[src/rtl/mcs4_bus_sched_if.sv]
// Bus bundle between the i4004 core, the MCS-4 bus scheduler and the ROM/RAM/IO back end.
interface mcs4_bus_sched_if #(
  parameter int ADDR_W = 12
) ();
  logic              sync;
  logic [3:0]        cpu_dbus;
  logic [3:0]        cm_ram;
  logic              cpu_ce;
  logic [3:0]        dbus_to_cpu;
  logic              rom_req;
  logic [ADDR_W-1:0] rom_addr;
  logic              rom_ack;
  logic [7:0]        rom_data;
  logic              io_req;
  logic [3:0]        io_cmd;
  logic [7:0]        io_src;
  logic [3:0]        io_bank;
  logic [3:0]        io_wdata;
  logic              io_ack;
  logic [3:0]        io_rdata;
  logic              sync_err;
  logic              timeout_err;

  modport master (
    input  sync, cpu_dbus, cm_ram, rom_ack, rom_data, io_ack, io_rdata,
    output cpu_ce, dbus_to_cpu, rom_req, rom_addr, io_req, io_cmd, io_src,
           io_bank, io_wdata, sync_err, timeout_err
  );

  modport slave (
    output sync, cpu_dbus, cm_ram, rom_ack, rom_data, io_ack, io_rdata,
    input  cpu_ce, dbus_to_cpu, rom_req, rom_addr, io_req, io_cmd, io_src,
           io_bank, io_wdata, sync_err, timeout_err
  );
endinterface

[src/rtl/mcs4_bus_sched.sv]
// MCS-4 bus scheduler: tracks the A1..X3 cycle, runs ROM/IO handshakes and stalls the core via cpu_ce.
// Define MCS4_BUS_TIMEOUT_EN to add the ack watchdog (timeout_err, forced 8'hFF / 4'hF data).
module mcs4_bus_sched #(
  parameter int         ADDR_W      = 12,
  parameter int         TIMEOUT_CYC = 64,
  parameter logic [3:0] IDLE_NIB    = 4'h0
) (
  input logic              clk,
  input logic              rst_n,
  mcs4_bus_sched_if.master bus
);

  localparam logic [2:0] PH_A1 = 3'd0;
  localparam logic [2:0] PH_A2 = 3'd1;
  localparam logic [2:0] PH_A3 = 3'd2;
  localparam logic [2:0] PH_M1 = 3'd3;
  localparam logic [2:0] PH_M2 = 3'd4;
  localparam logic [2:0] PH_X1 = 3'd5;
  localparam logic [2:0] PH_X2 = 3'd6;
  localparam logic [2:0] PH_X3 = 3'd7;

  generate
    if (ADDR_W != 12 || TIMEOUT_CYC < 2) begin : g_bad_param
      $error("mcs4_bus_sched: ADDR_W must be 12 and TIMEOUT_CYC at least 2");
    end
  endgenerate

  logic [2:0]        ph_q, ph_d;
  logic [ADDR_W-1:0] addr_q, addr_d;
  logic              rom_req_q, rom_req_d;
  logic [7:0]        rom_buf_q, rom_buf_d;
  logic              rom_buf_vld_q, rom_buf_vld_d;
  logic              dw_pend_q, dw_pend_d;
  logic              dw_next_q, dw_next_d;
  logic              is_src_q, is_src_d;
  logic              is_io_q, is_io_d;
  logic [3:0]        io_cmd_q, io_cmd_d;
  logic              io_req_q, io_req_d;
  logic              io_pend_q, io_pend_d;
  logic [3:0]        io_rd_buf_q, io_rd_buf_d;
  logic [7:0]        io_src_q, io_src_d;
  logic [3:0]        io_bank_q, io_bank_d;
  logic              sync_err_q, sync_err_d;
  logic              cpu_ce_s;
  logic              dw_op_s;
  logic              rom_acc_s;
  logic              io_acc_s;
  logic [3:0]        opr_s, opa_s;
  logic [3:0]        dbus_s;
`ifdef MCS4_BUS_TIMEOUT_EN
  localparam int TMO_W = $clog2(TIMEOUT_CYC) + 1;
  logic [TMO_W-1:0]  tmo_cnt_q, tmo_cnt_d;
  logic              timeout_err_q, timeout_err_d;
`endif

  assign opr_s     = rom_buf_q[7:4];
  assign opa_s     = rom_buf_q[3:0];
  assign dw_op_s   = (opr_s == 4'h1) || (opr_s == 4'h4) || (opr_s == 4'h5) ||
                     (opr_s == 4'h7) || ((opr_s == 4'h2) && !opa_s[0]);
  assign cpu_ce_s  = !(((ph_q == PH_M1) && !rom_buf_vld_q) || ((ph_q == PH_X2) && io_pend_q));
  assign rom_acc_s = rom_req_q && bus.rom_ack;
  assign io_acc_s  = io_req_q && bus.io_ack;

  // Data steering onto the core's dbus_in.
  always_comb begin
    case (ph_q)
      PH_M1:   dbus_s = rom_buf_q[7:4];
      PH_M2:   dbus_s = rom_buf_q[3:0];
      PH_X2:   dbus_s = (is_io_q && io_cmd_q[3]) ? io_rd_buf_q : IDLE_NIB;
      default: dbus_s = IDLE_NIB;
    endcase
  end

  // Next-state logic: phase tracking, decode and both handshakes.
  always_comb begin
    ph_d          = ph_q;
    addr_d        = addr_q;
    rom_req_d     = rom_req_q;
    rom_buf_d     = rom_buf_q;
    rom_buf_vld_d = rom_buf_vld_q;
    dw_pend_d     = dw_pend_q;
    dw_next_d     = dw_next_q;
    is_src_d      = is_src_q;
    is_io_d       = is_io_q;
    io_cmd_d      = io_cmd_q;
    io_req_d      = io_req_q;
    io_pend_d     = io_pend_q;
    io_rd_buf_d   = io_rd_buf_q;
    io_src_d      = io_src_q;
    io_bank_d     = io_bank_q;
    sync_err_d    = sync_err_q;
`ifdef MCS4_BUS_TIMEOUT_EN
    tmo_cnt_d     = tmo_cnt_q;
    timeout_err_d = timeout_err_q;
`endif
    if (cpu_ce_s) begin
      if (bus.sync && (ph_q != PH_X3)) begin
        sync_err_d = 1'b1;
        ph_d       = PH_A1;
      end else begin
        ph_d = ph_q + 3'd1;
      end
      case (ph_q)
        PH_A1: addr_d[3:0] = bus.cpu_dbus;
        PH_A2: addr_d[7:4] = bus.cpu_dbus;
        PH_A3: begin
          addr_d[11:8]  = bus.cpu_dbus;
          rom_req_d     = 1'b1;
          rom_buf_vld_d = 1'b0;
        end
        // The second word of a double-word op is operand data, never decoded.
        PH_M2: begin
          if (!dw_pend_q) begin
            is_src_d  = (opr_s == 4'h2) && opa_s[0];
            is_io_d   = (opr_s == 4'hE);
            dw_next_d = dw_op_s;
            io_cmd_d  = (opr_s == 4'hE) ? opa_s : io_cmd_q;
          end else begin
            is_src_d  = 1'b0;
            is_io_d   = 1'b0;
            dw_next_d = 1'b0;
          end
        end
        PH_X1: begin
          io_req_d  = io_req_q || is_io_q;
          io_pend_d = io_pend_q || is_io_q;
        end
        PH_X2: begin
          io_src_d[7:4] = is_src_q ? bus.cpu_dbus : io_src_q[7:4];
          io_bank_d     = is_src_q ? bus.cm_ram : io_bank_q;
        end
        PH_X3: begin
          io_src_d[3:0] = is_src_q ? bus.cpu_dbus : io_src_q[3:0];
          is_src_d      = 1'b0;
          is_io_d       = 1'b0;
          dw_pend_d     = dw_next_q;
          dw_next_d     = 1'b0;
        end
        default: ph_d = ph_d;
      endcase
    end else begin
      ph_d = ph_q;
    end
    if (rom_acc_s) begin
      rom_buf_d     = bus.rom_data;
      rom_buf_vld_d = 1'b1;
      rom_req_d     = 1'b0;
    end else begin
      rom_buf_d = rom_buf_d;
    end
    if (io_acc_s) begin
      io_req_d    = 1'b0;
      io_pend_d   = 1'b0;
      io_rd_buf_d = io_cmd_q[3] ? bus.io_rdata : io_rd_buf_q;
    end else begin
      io_rd_buf_d = io_rd_buf_q;
    end
`ifdef MCS4_BUS_TIMEOUT_EN
    // An ack on the expiry cycle wins over the watchdog.
    if ((rom_req_q || io_req_q) && !rom_acc_s && !io_acc_s) begin
      if (tmo_cnt_q == TMO_W'(TIMEOUT_CYC - 1)) begin
        tmo_cnt_d     = {TMO_W{1'b0}};
        timeout_err_d = 1'b1;
        rom_req_d     = 1'b0;
        io_req_d      = 1'b0;
        io_pend_d     = 1'b0;
        rom_buf_d     = rom_req_q ? 8'hFF : rom_buf_d;
        rom_buf_vld_d = rom_buf_vld_d || rom_req_q;
        io_rd_buf_d   = io_req_q ? 4'hF : io_rd_buf_d;
      end else begin
        tmo_cnt_d = tmo_cnt_q + TMO_W'(1);
      end
    end else begin
      tmo_cnt_d = {TMO_W{1'b0}};
    end
`endif
  end

  // State registers with synchronous active-low reset.
  always_ff @(posedge clk) begin
    if (!rst_n) begin
      ph_q          <= PH_A1;
      addr_q        <= {ADDR_W{1'b0}};
      rom_req_q     <= 1'b0;
      rom_buf_q     <= 8'h00;
      rom_buf_vld_q <= 1'b0;
      dw_pend_q     <= 1'b0;
      dw_next_q     <= 1'b0;
      is_src_q      <= 1'b0;
      is_io_q       <= 1'b0;
      io_cmd_q      <= 4'h0;
      io_req_q      <= 1'b0;
      io_pend_q     <= 1'b0;
      io_rd_buf_q   <= 4'h0;
      io_src_q      <= 8'h00;
      io_bank_q     <= 4'h0;
      sync_err_q    <= 1'b0;
`ifdef MCS4_BUS_TIMEOUT_EN
      tmo_cnt_q     <= {TMO_W{1'b0}};
      timeout_err_q <= 1'b0;
`endif
    end else begin
      ph_q          <= ph_d;
      addr_q        <= addr_d;
      rom_req_q     <= rom_req_d;
      rom_buf_q     <= rom_buf_d;
      rom_buf_vld_q <= rom_buf_vld_d;
      dw_pend_q     <= dw_pend_d;
      dw_next_q     <= dw_next_d;
      is_src_q      <= is_src_d;
      is_io_q       <= is_io_d;
      io_cmd_q      <= io_cmd_d;
      io_req_q      <= io_req_d;
      io_pend_q     <= io_pend_d;
      io_rd_buf_q   <= io_rd_buf_d;
      io_src_q      <= io_src_d;
      io_bank_q     <= io_bank_d;
      sync_err_q    <= sync_err_d;
`ifdef MCS4_BUS_TIMEOUT_EN
      tmo_cnt_q     <= tmo_cnt_d;
      timeout_err_q <= timeout_err_d;
`endif
    end
  end

  assign bus.cpu_ce      = cpu_ce_s;
  assign bus.dbus_to_cpu = dbus_s;
  assign bus.rom_req     = rom_req_q;
  assign bus.rom_addr    = addr_q;
  assign bus.io_req      = io_req_q;
  assign bus.io_cmd      = io_cmd_q;
  assign bus.io_src      = io_src_q;
  assign bus.io_bank     = io_bank_q;
  assign bus.io_wdata    = bus.cpu_dbus;
  assign bus.sync_err    = sync_err_q;
`ifdef MCS4_BUS_TIMEOUT_EN
  assign bus.timeout_err = timeout_err_q;
`else
  assign bus.timeout_err = 1'b0;
`endif

endmodule

[src/flat_wrapper.sv]
// flat-port wrapper written by rule: the top's interface ports become plain ports
module mcs4_bus_sched_flat 
#(
  parameter int         ADDR_W      = 12,
  parameter int         TIMEOUT_CYC = 64,
  parameter logic [3:0] IDLE_NIB    = 4'h0
)
  (clk, rst_n, bus_sync, bus_cpu_dbus, bus_cm_ram, bus_rom_ack, bus_rom_data, bus_io_ack, bus_io_rdata, bus_cpu_ce, bus_dbus_to_cpu, bus_rom_req, bus_rom_addr, bus_io_req, bus_io_cmd, bus_io_src, bus_io_bank, bus_io_wdata, bus_sync_err, bus_timeout_err);
  mcs4_bus_sched_if #(.ADDR_W(ADDR_W)) bus_i ();
  input logic clk;
  input logic rst_n;
  input wire logic [$bits(bus_i.sync)-1:0] bus_sync;
  input wire logic [$bits(bus_i.cpu_dbus)-1:0] bus_cpu_dbus;
  input wire logic [$bits(bus_i.cm_ram)-1:0] bus_cm_ram;
  input wire logic [$bits(bus_i.rom_ack)-1:0] bus_rom_ack;
  input wire logic [$bits(bus_i.rom_data)-1:0] bus_rom_data;
  input wire logic [$bits(bus_i.io_ack)-1:0] bus_io_ack;
  input wire logic [$bits(bus_i.io_rdata)-1:0] bus_io_rdata;
  output wire logic [$bits(bus_i.cpu_ce)-1:0] bus_cpu_ce;
  output wire logic [$bits(bus_i.dbus_to_cpu)-1:0] bus_dbus_to_cpu;
  output wire logic [$bits(bus_i.rom_req)-1:0] bus_rom_req;
  output wire logic [$bits(bus_i.rom_addr)-1:0] bus_rom_addr;
  output wire logic [$bits(bus_i.io_req)-1:0] bus_io_req;
  output wire logic [$bits(bus_i.io_cmd)-1:0] bus_io_cmd;
  output wire logic [$bits(bus_i.io_src)-1:0] bus_io_src;
  output wire logic [$bits(bus_i.io_bank)-1:0] bus_io_bank;
  output wire logic [$bits(bus_i.io_wdata)-1:0] bus_io_wdata;
  output wire logic [$bits(bus_i.sync_err)-1:0] bus_sync_err;
  output wire logic [$bits(bus_i.timeout_err)-1:0] bus_timeout_err;
  assign bus_i.sync = bus_sync;
  assign bus_i.cpu_dbus = bus_cpu_dbus;
  assign bus_i.cm_ram = bus_cm_ram;
  assign bus_i.rom_ack = bus_rom_ack;
  assign bus_i.rom_data = bus_rom_data;
  assign bus_i.io_ack = bus_io_ack;
  assign bus_i.io_rdata = bus_io_rdata;
  assign bus_cpu_ce = bus_i.cpu_ce;
  assign bus_dbus_to_cpu = bus_i.dbus_to_cpu;
  assign bus_rom_req = bus_i.rom_req;
  assign bus_rom_addr = bus_i.rom_addr;
  assign bus_io_req = bus_i.io_req;
  assign bus_io_cmd = bus_i.io_cmd;
  assign bus_io_src = bus_i.io_src;
  assign bus_io_bank = bus_i.io_bank;
  assign bus_io_wdata = bus_i.io_wdata;
  assign bus_sync_err = bus_i.sync_err;
  assign bus_timeout_err = bus_i.timeout_err;
  mcs4_bus_sched #(.ADDR_W(ADDR_W), .TIMEOUT_CYC(TIMEOUT_CYC), .IDLE_NIB(IDLE_NIB)) u_core (.clk(clk), .rst_n(rst_n), .bus(bus_i));
endmodule
[config.mk]
export PLATFORM = sky130hd
export DESIGN_NAME = mcs4_bus_sched_flat
export DESIGN_NICKNAME = d
export VERILOG_FILES = /design/src/rtl/mcs4_bus_sched_if.sv /design/src/rtl/mcs4_bus_sched.sv /design/src/flat_wrapper.sv
export SDC_FILE = /design/constraint.sdc
export NUM_CORES = 1
export LEC_CHECK = 0
export ABC_AREA = 1
export BUFFER_PORTS_ARGS = -buffer_cell sky130_fd_sc_hd__buf_2
export CAP_MARGIN = 10
export CORE_ASPECT_RATIO = 1.2
export CORE_MARGIN = 8
export CORE_UTILIZATION = 45
export DETAILED_ROUTE_END_ITERATION = 16
export HOLD_SLACK_MARGIN = 0.1
export PLACE_DENSITY = 0.79
export REMOVE_ABC_BUFFERS = 1
export SETUP_SLACK_MARGIN = 0.2
export SYNTH_ARGS = -nofsm -noshare
export SYNTH_HDL_FRONTEND = slang
export SYNTH_SLANG_ARGS = --single-unit
[constraint.sdc]
create_clock -name clk -period 1.5 [get_ports clk]
set_input_delay 0.3 -clock clk [delete_from_list [all_inputs] [get_ports clk]]
set_output_delay 0.3 -clock clk [all_outputs]
set_load 0.01 [all_outputs]
==> metrics.cfg, run 1 <==
[sta]
final.period_utilization_pct=124
tns_ps=-5870
drv_slew=0
rsz0062_at_grt=true
min_period_ps=1860
max_freq_mhz=537
hold_violations=0
fin_skew_ps=10.7
setup_slack_ps=-362
setup_viol=44

[final_layout]
nets=439
layout_common_cells=buf_2, dfxtp_1, nand2_1
layout_commonest_cell=buf_2
drive_above_1_share_pct=47.1
n_antenna_cell=0
syn2layout_area_growth_pct=57.8

[min_path]
holdPathStages=3
holdPathEnd=u_core.rom_buf_q[7]$_SDFFE_PN0P_
hp-class=input pin to register
worstHoldStart=bus_rom_data[7]

[worst_setup_path]
required_ps=1200
crit_family=flip-flops
timing.critical_path.buf_inv=2
slowest_stage=dfxtp_4
cp-end-kind=output pin
critPathLaunchType=register
rr_endpoint=u_core.bus.io_src[0]$_SDFFE_PN0P_
cp_cell_sequence=ha_4 -> ha_4 -> buf_6 -> nand2_2 -> a31oi_4 -> buf_6
reg2reg_from=u_core.ph_q[1]$_SDFFE_PN0P_
critPathMaxFanout=4
ff2ff_path_depth=9
crit_start=u_core.ph_q[1]$_SDFFE_PN0P_
r2r_setup_slack_ps=-200
path_class=register to output pin
slowest_delay_ps=400
worst_ep_arrival_time_ps=1560

[detailed_routing]
met2_wirelength_um=4040
met3WireLength_um=533
wl_met1_um=2990
drt_wl_total_um=7850
ant_nets=0
wl_per_cell_um=16.8
drc=0
drt_first_pass_iters=4
drt-vias-per-instance=5.37
vias=2511
highest_layer=met4
drt-initial-drc-count=131

[clocking]
cts_tree=built
insertion_delay_ps=310
cts_max_path_buffers=2
htreeDepth=2
clock_sinks=52
cts_made_buffers=5
cts_hold_buf=0
root_buffer=clkbuf_8
clk_pin_slew_ps=100

[place]
port-buffer-count=64
dpl.hpwl_um=4500
dp_slack_ps=-125
gp_congestion=0.896

[synth]
synth_top_area_share_pct=45.6
syn_area_um2=2280
synth_area_per_cell_um2=7.44
yosysSeqAreaShare_pct=45.6
synth.distinct_cells=29
ys.warnings.count=0
ys_seq_elements=52
synth_top_area_cell=dfxtp_1
synth_area_leaders=dfxtp_1, nand2_1, a21oi_1, inv_1, o21ai_0
syn_inst=307

[power]
switching_share_pct=24.5
p_comb_share_pct=13.9
p_int_mw=2.26
p_seq_share_pct=48.8
pwr_density_cell_nw_per_um2=830
peakVddDrop_v=0.000639
leakagePower_nw=1.53
switchingPower_uw=732
p_clk_share_pct=37.2

[global_routing]
grt_pass1_vias=2370
grtUsageTotal_pct=18.5
grt_pass1_wl_um=11100
grt_max_degree=21
antenna_found_initial=0
grt_overflow=0

[die]
fp-row-count=28
die_w_um=81.0
core-area_um2=4900
dieArea_um2=7620
die_h_um=94.1
start_util_pct=46.6
ios=66

[run_status]
violations=negative setup slack
outcome=finished, violations left

[run]
maxCapViolations=0

## cell type report
type / count / area, um^2
Timing Repair inverter: 1 / 7.51
Clock buffer: 5 / 68.8
Multi-Input combinational cell: 200 / 1390
Clock inverter: 2 / 60.1
Fill cell: 345 / 1300
Timing Repair Buffer: 107 / 777
Tap cell: 60 / 75.1
Inverter: 41 / 179
Sequential cell: 52 / 1050
## synth_stat cells (all sizes together)
cell and instances:
nor2 28, nand3 11, a31oi 3, o21ai 25, clkinv 3, dfxtp 52, conb 1, ha 6
a22oi 1, inv 38, a21oi 41, buf 9, nand4 19, o21a 1, a211oi 1, clkbuf 6
nand2 62
## worst max-delay path by stage
| stage | endpoint | slack [ps] | depth (start not counted) |
|---|---|---|---|
| after detailed placement | bus_dbus_to_cpu[2] | -120 | 5 |
| after global routing | bus_dbus_to_cpu[0] | -390 | 6 |
| after CTS | bus_dbus_to_cpu[2] | -260 | 7 |
| after global placement | bus_dbus_to_cpu[2] | -70 | 7 |
| final | bus_dbus_to_cpu[0] | -360 | 6 |
| after floorplan | u_core.bus.rom_addr[6]$_SDFFE_PN0P_ | -110 | 9 |
## power groups by stage
stage	Combinational (mW)	Sequential, mW	Clock [mW]
4_1_cts	0.366	1.45	1.12
2_1_floorplan	0.128	1.49	0
3_3_place_gp	0.282	1.48	0
5_1_grt	0.449	1.47	1.17
3_5_place_dp	0.289	1.48	0
6_report	0.417	1.46	1.11
## what timing repair did
item,4_1_cts,5_1_grt
pin swaps,26,31
setup endpoints to repair,44,45
buffers inserted,15,5
resized for setup,93,47
cloned,3,0
## stage by stage
| stage | hold slack, ps | instances | utilization (%) | area [um^2] | total power [mW] |
|---|---|---|---|---|---|
| final | 245 | 468 | 73.5 | 3610 | 2.99 |
| after global routing | 251 | 468 | 73.5 | 3610 | 3.09 |
| after CTS | 245 | 463 | 68.9 | 3380 | 2.94 |
| after detailed placement | 435 | 438 | 56.4 | 2770 | 1.77 |
| after global placement | 434 | 438 | 56.4 | 2770 | 1.76 |
| after floorplan | 418 | 292 | - | 2190 | 1.62 |
## metal layers
metal / GRT usage [%] / vias to the layer above
met5: 0 / -
met4: 8.36 / 0
met3: 5.17 / 30
met2: 32.8 / 90
met1: 19.7 / 1188
li1: - / 1203
## flip-flops by register name, summed over array words and instances (netlist names), 3 cells and up
register and flops:
u_core.bus.io_bank 4, u_core.bus.io_cmd 4, u_core.bus.io_src 8, u_core.bus.rom_addr 12
u_core.io_rd_buf_q 4, u_core.ph_q 3, u_core.rom_buf_q 8
## worst min-delay path, delay by kind of cell
kind	cells	cell delay [ps]
buf+inv	1	70
compound gates	1	70
simple gates	1	80
## cells by family after synthesis
kind of cell,Yosys count,synth area share [%]
other cells,1,0.164
simple gates,120,23.9
compound gates,72,16.3
buf+inv,56,10.8
fa+ha+maj,6,3.29
flops,52,45.6
Note: power is estimated with default switching activity, not from simulation.
==> run 2, diff against run 1 <==
- PLACE_DENSITY: 0.79 -> 0.76
- clock period: 1.5 -> 2.2 ns (I/O delays scaled with it)
==> run 2 against run 1 <==
  * The run now ends clean
  * Register-to-register slack better by 770 ps
  * Routed wire length decreased by 24%
  * Cell count shrank 7.9%
  * Count of clock-buffer cells in the layout grew 2
  * Sequential power shrank 32%
  * Critical path depth rose by 1
  * Largest power group unchanged
  * First-iteration DRC count increased by 5.3%
  * Via count decreased by 11%
  * Utilization decreased by 15 points
  * Die area stayed put
  * Largest cell class unchanged
  * Combinational power is 53% lower
==> metrics.cfg, run 2 (synthesized netlist as in run 1, its figures left out) <==
[run_status]
outcome=completed

[power]
p_int_mw=1.45
p_clk_share_pct=37.5
switchingPower_uw=451
p_seq_share_pct=52.2
p_comb_share_pct=10.3
switching_share_pct=23.7
leakagePower_nw=1.28
peakVddDrop_v=0.000387
pwr_density_cell_nw_per_um2=661

[final_layout]
n_antenna_cell=0
nets=401
drive_above_1_share_pct=27.8
layout_common_cells=buf_2, nand2_1, dfxtp_1
largest_reg_flops=12
syn2layout_area_growth_pct=25.8
layout_commonest_cell=buf_2
fillers=468

[worst_setup_path]
slowest_delay_ps=400
crit_cells=7
cp_cell_sequence=inv_2 -> ha_2 -> nand2_4 -> inv_4 -> a22oi_2 -> o21ai_1 -> buf_2
cp-end-kind=output pin
critPathLaunchType=register
required_ps=1760
slowest_stage=dfxtp_4
worst_ep_arrival_time_ps=1520
path_class=register to output pin
crit_family=flip-flops
critPathMaxFanout=5
ff2ff_path_depth=9
timing.critical_path.buf_inv=3

[clocking]
cts_max_path_buffers=2
cts_made_buffers=5
cts_hold_buf=0
cts_tree=built
clk_pin_slew_ps=90
root_buffer=clkbuf_8
clock_sinks=52
insertion_delay_ps=300
htreeDepth=2

[place]
dpl.hpwl_um=4320
gp_congestion=0.932
port-buffer-count=64

[global_routing]
grt_max_degree=35
grt_overflow=0
grt_pass1_wl_um=9640
grtUsageTotal_pct=15.5
antenna_found_initial=0
grt_pass1_vias=2101

[sta]
tightest_slew_ps=572
tns_ps=0
relSlewSlack_pct=61.8
holdWs_ps=392
min_period_ps=1960
fin_skew_ps=9.91
setup_viol=0
drv_slew=0
max_freq_mhz=511
hold_violations=0
rsz0062_at_grt=true
final.period_utilization_pct=88.9

[detailed_routing]
drc=0
vias=2245
drt-vias-per-instance=5.21
ant_nets=0
drt-initial-drc-count=138
drt_first_pass_iters=4
wl_per_cell_um=13.9
drt_wl_total_um=5990

[die]
die_h_um=94.1
dieArea_um2=7620
core-area_um2=4900
fp-row-count=28
ios=66
die_w_um=81.0
start_util_pct=46.6

[run]
maxCapViolations=0

[min_path]
holdPathStages=3
hp-class=input pin to register

## run 2: cell count changes in the layout (fill, tap and decap cells not counted), sizes merged, moves of 2 or more
cell,before,now
buf,107,71
inv,37,39
clkbuf,5,7
clkinv,4,2
## run 2: final cells by class
class                           count  area, um^2  share of cell area (%)
Clock buffer                        7        96.3                    3.35
Clock inverter                      1        30.0                    1.04
Inverter                           41         166                    5.79
Multi-Input combinational cell    199        1080                    37.6
Sequential cell                    52        1050                    36.6
Tap cell                           60        75.1                    2.61
Timing Repair Buffer               71         373                    13.0
## run 2: through the flow
stage	total power [mW]	utilization [%]	worst slack, ps	instance area, um^2	std cells
after global routing	1.98	58.6	140	2870	431
after global placement	1.19	53.1	352	2610	418
final	1.90	58.6	243	2870	431
after floorplan	1.11	-	480	2190	292
after detailed placement	1.19	53.1	276	2610	418
after CTS	1.90	56.8	203	2790	426
## run 2: layer usage
metal | share of wire (%) | vias to the layer above | routed length (um) | GRT usage [%]
met4 | 2.0 | 0 | 117 | 4.93
met3 | 9.2 | 14 | 551 | 4.98
met5 | 0 | - | 0 | 0
met2 | 46 | 86 | 2780 | 25.9
met1 | 42 | 1020 | 2530 | 18.3
li1 | - | 1125 | - | -
## run 2: worst reg2reg max path, cell delays in order (launching register included)
cell and delay, ps:
dfxtp_4 400, inv_6 50, ha_4 160, buf_4 140
nand3_2 120, nand2_4 100, inv_4 90, buf_4 200
nand4_1 110, a21oi_1 180
## run 2: final timing paths
| kind | end | slack [ps] | startpoint |
|---|---|---|---|
| setup reg to reg | u_core.bus.io_src[3]$_SDFFE_PN0P_ | 570 | u_core.ph_q[0]$_SDFFE_PN0P_ |
| hold / removal | u_core.bus.io_bank[0]$_SDFFE_PN0P_ | 390 | bus_cm_ram[0] |
| hold reg to reg | u_core.io_rd_buf_q[2]$_SDFFE_PN0P_ | 460 | u_core.io_rd_buf_q[2]$_SDFFE_PN0P_ |
| setup / recovery | bus_dbus_to_cpu[2] | 240 | u_core.ph_q[1]$_SDFFE_PN0P_ |
## run 2: repair_timing
action | CTS | global route
gates cloned | 0 | 0
buffers inserted | 0 | 5
pin swaps | 1 | 7
endpoints found under the hold margin | 0 | 0
resized for setup | 16 | 14
setup endpoints to repair | 5 | 5
## run 2: power groups by stage
| stage | combinational (mW) | clock, mW | sequential, mW |
|---|---|---|---|
| 2_1_floorplan | 0.0870 | 0 | 1.02 |
| 4_1_cts | 0.185 | 0.726 | 0.990 |
| 3_5_place_dp | 0.180 | 0 | 1.01 |
| 5_1_grt | 0.220 | 0.761 | 0.996 |
| 3_3_place_gp | 0.176 | 0 | 1.01 |
| 6_report | 0.196 | 0.712 | 0.992 |
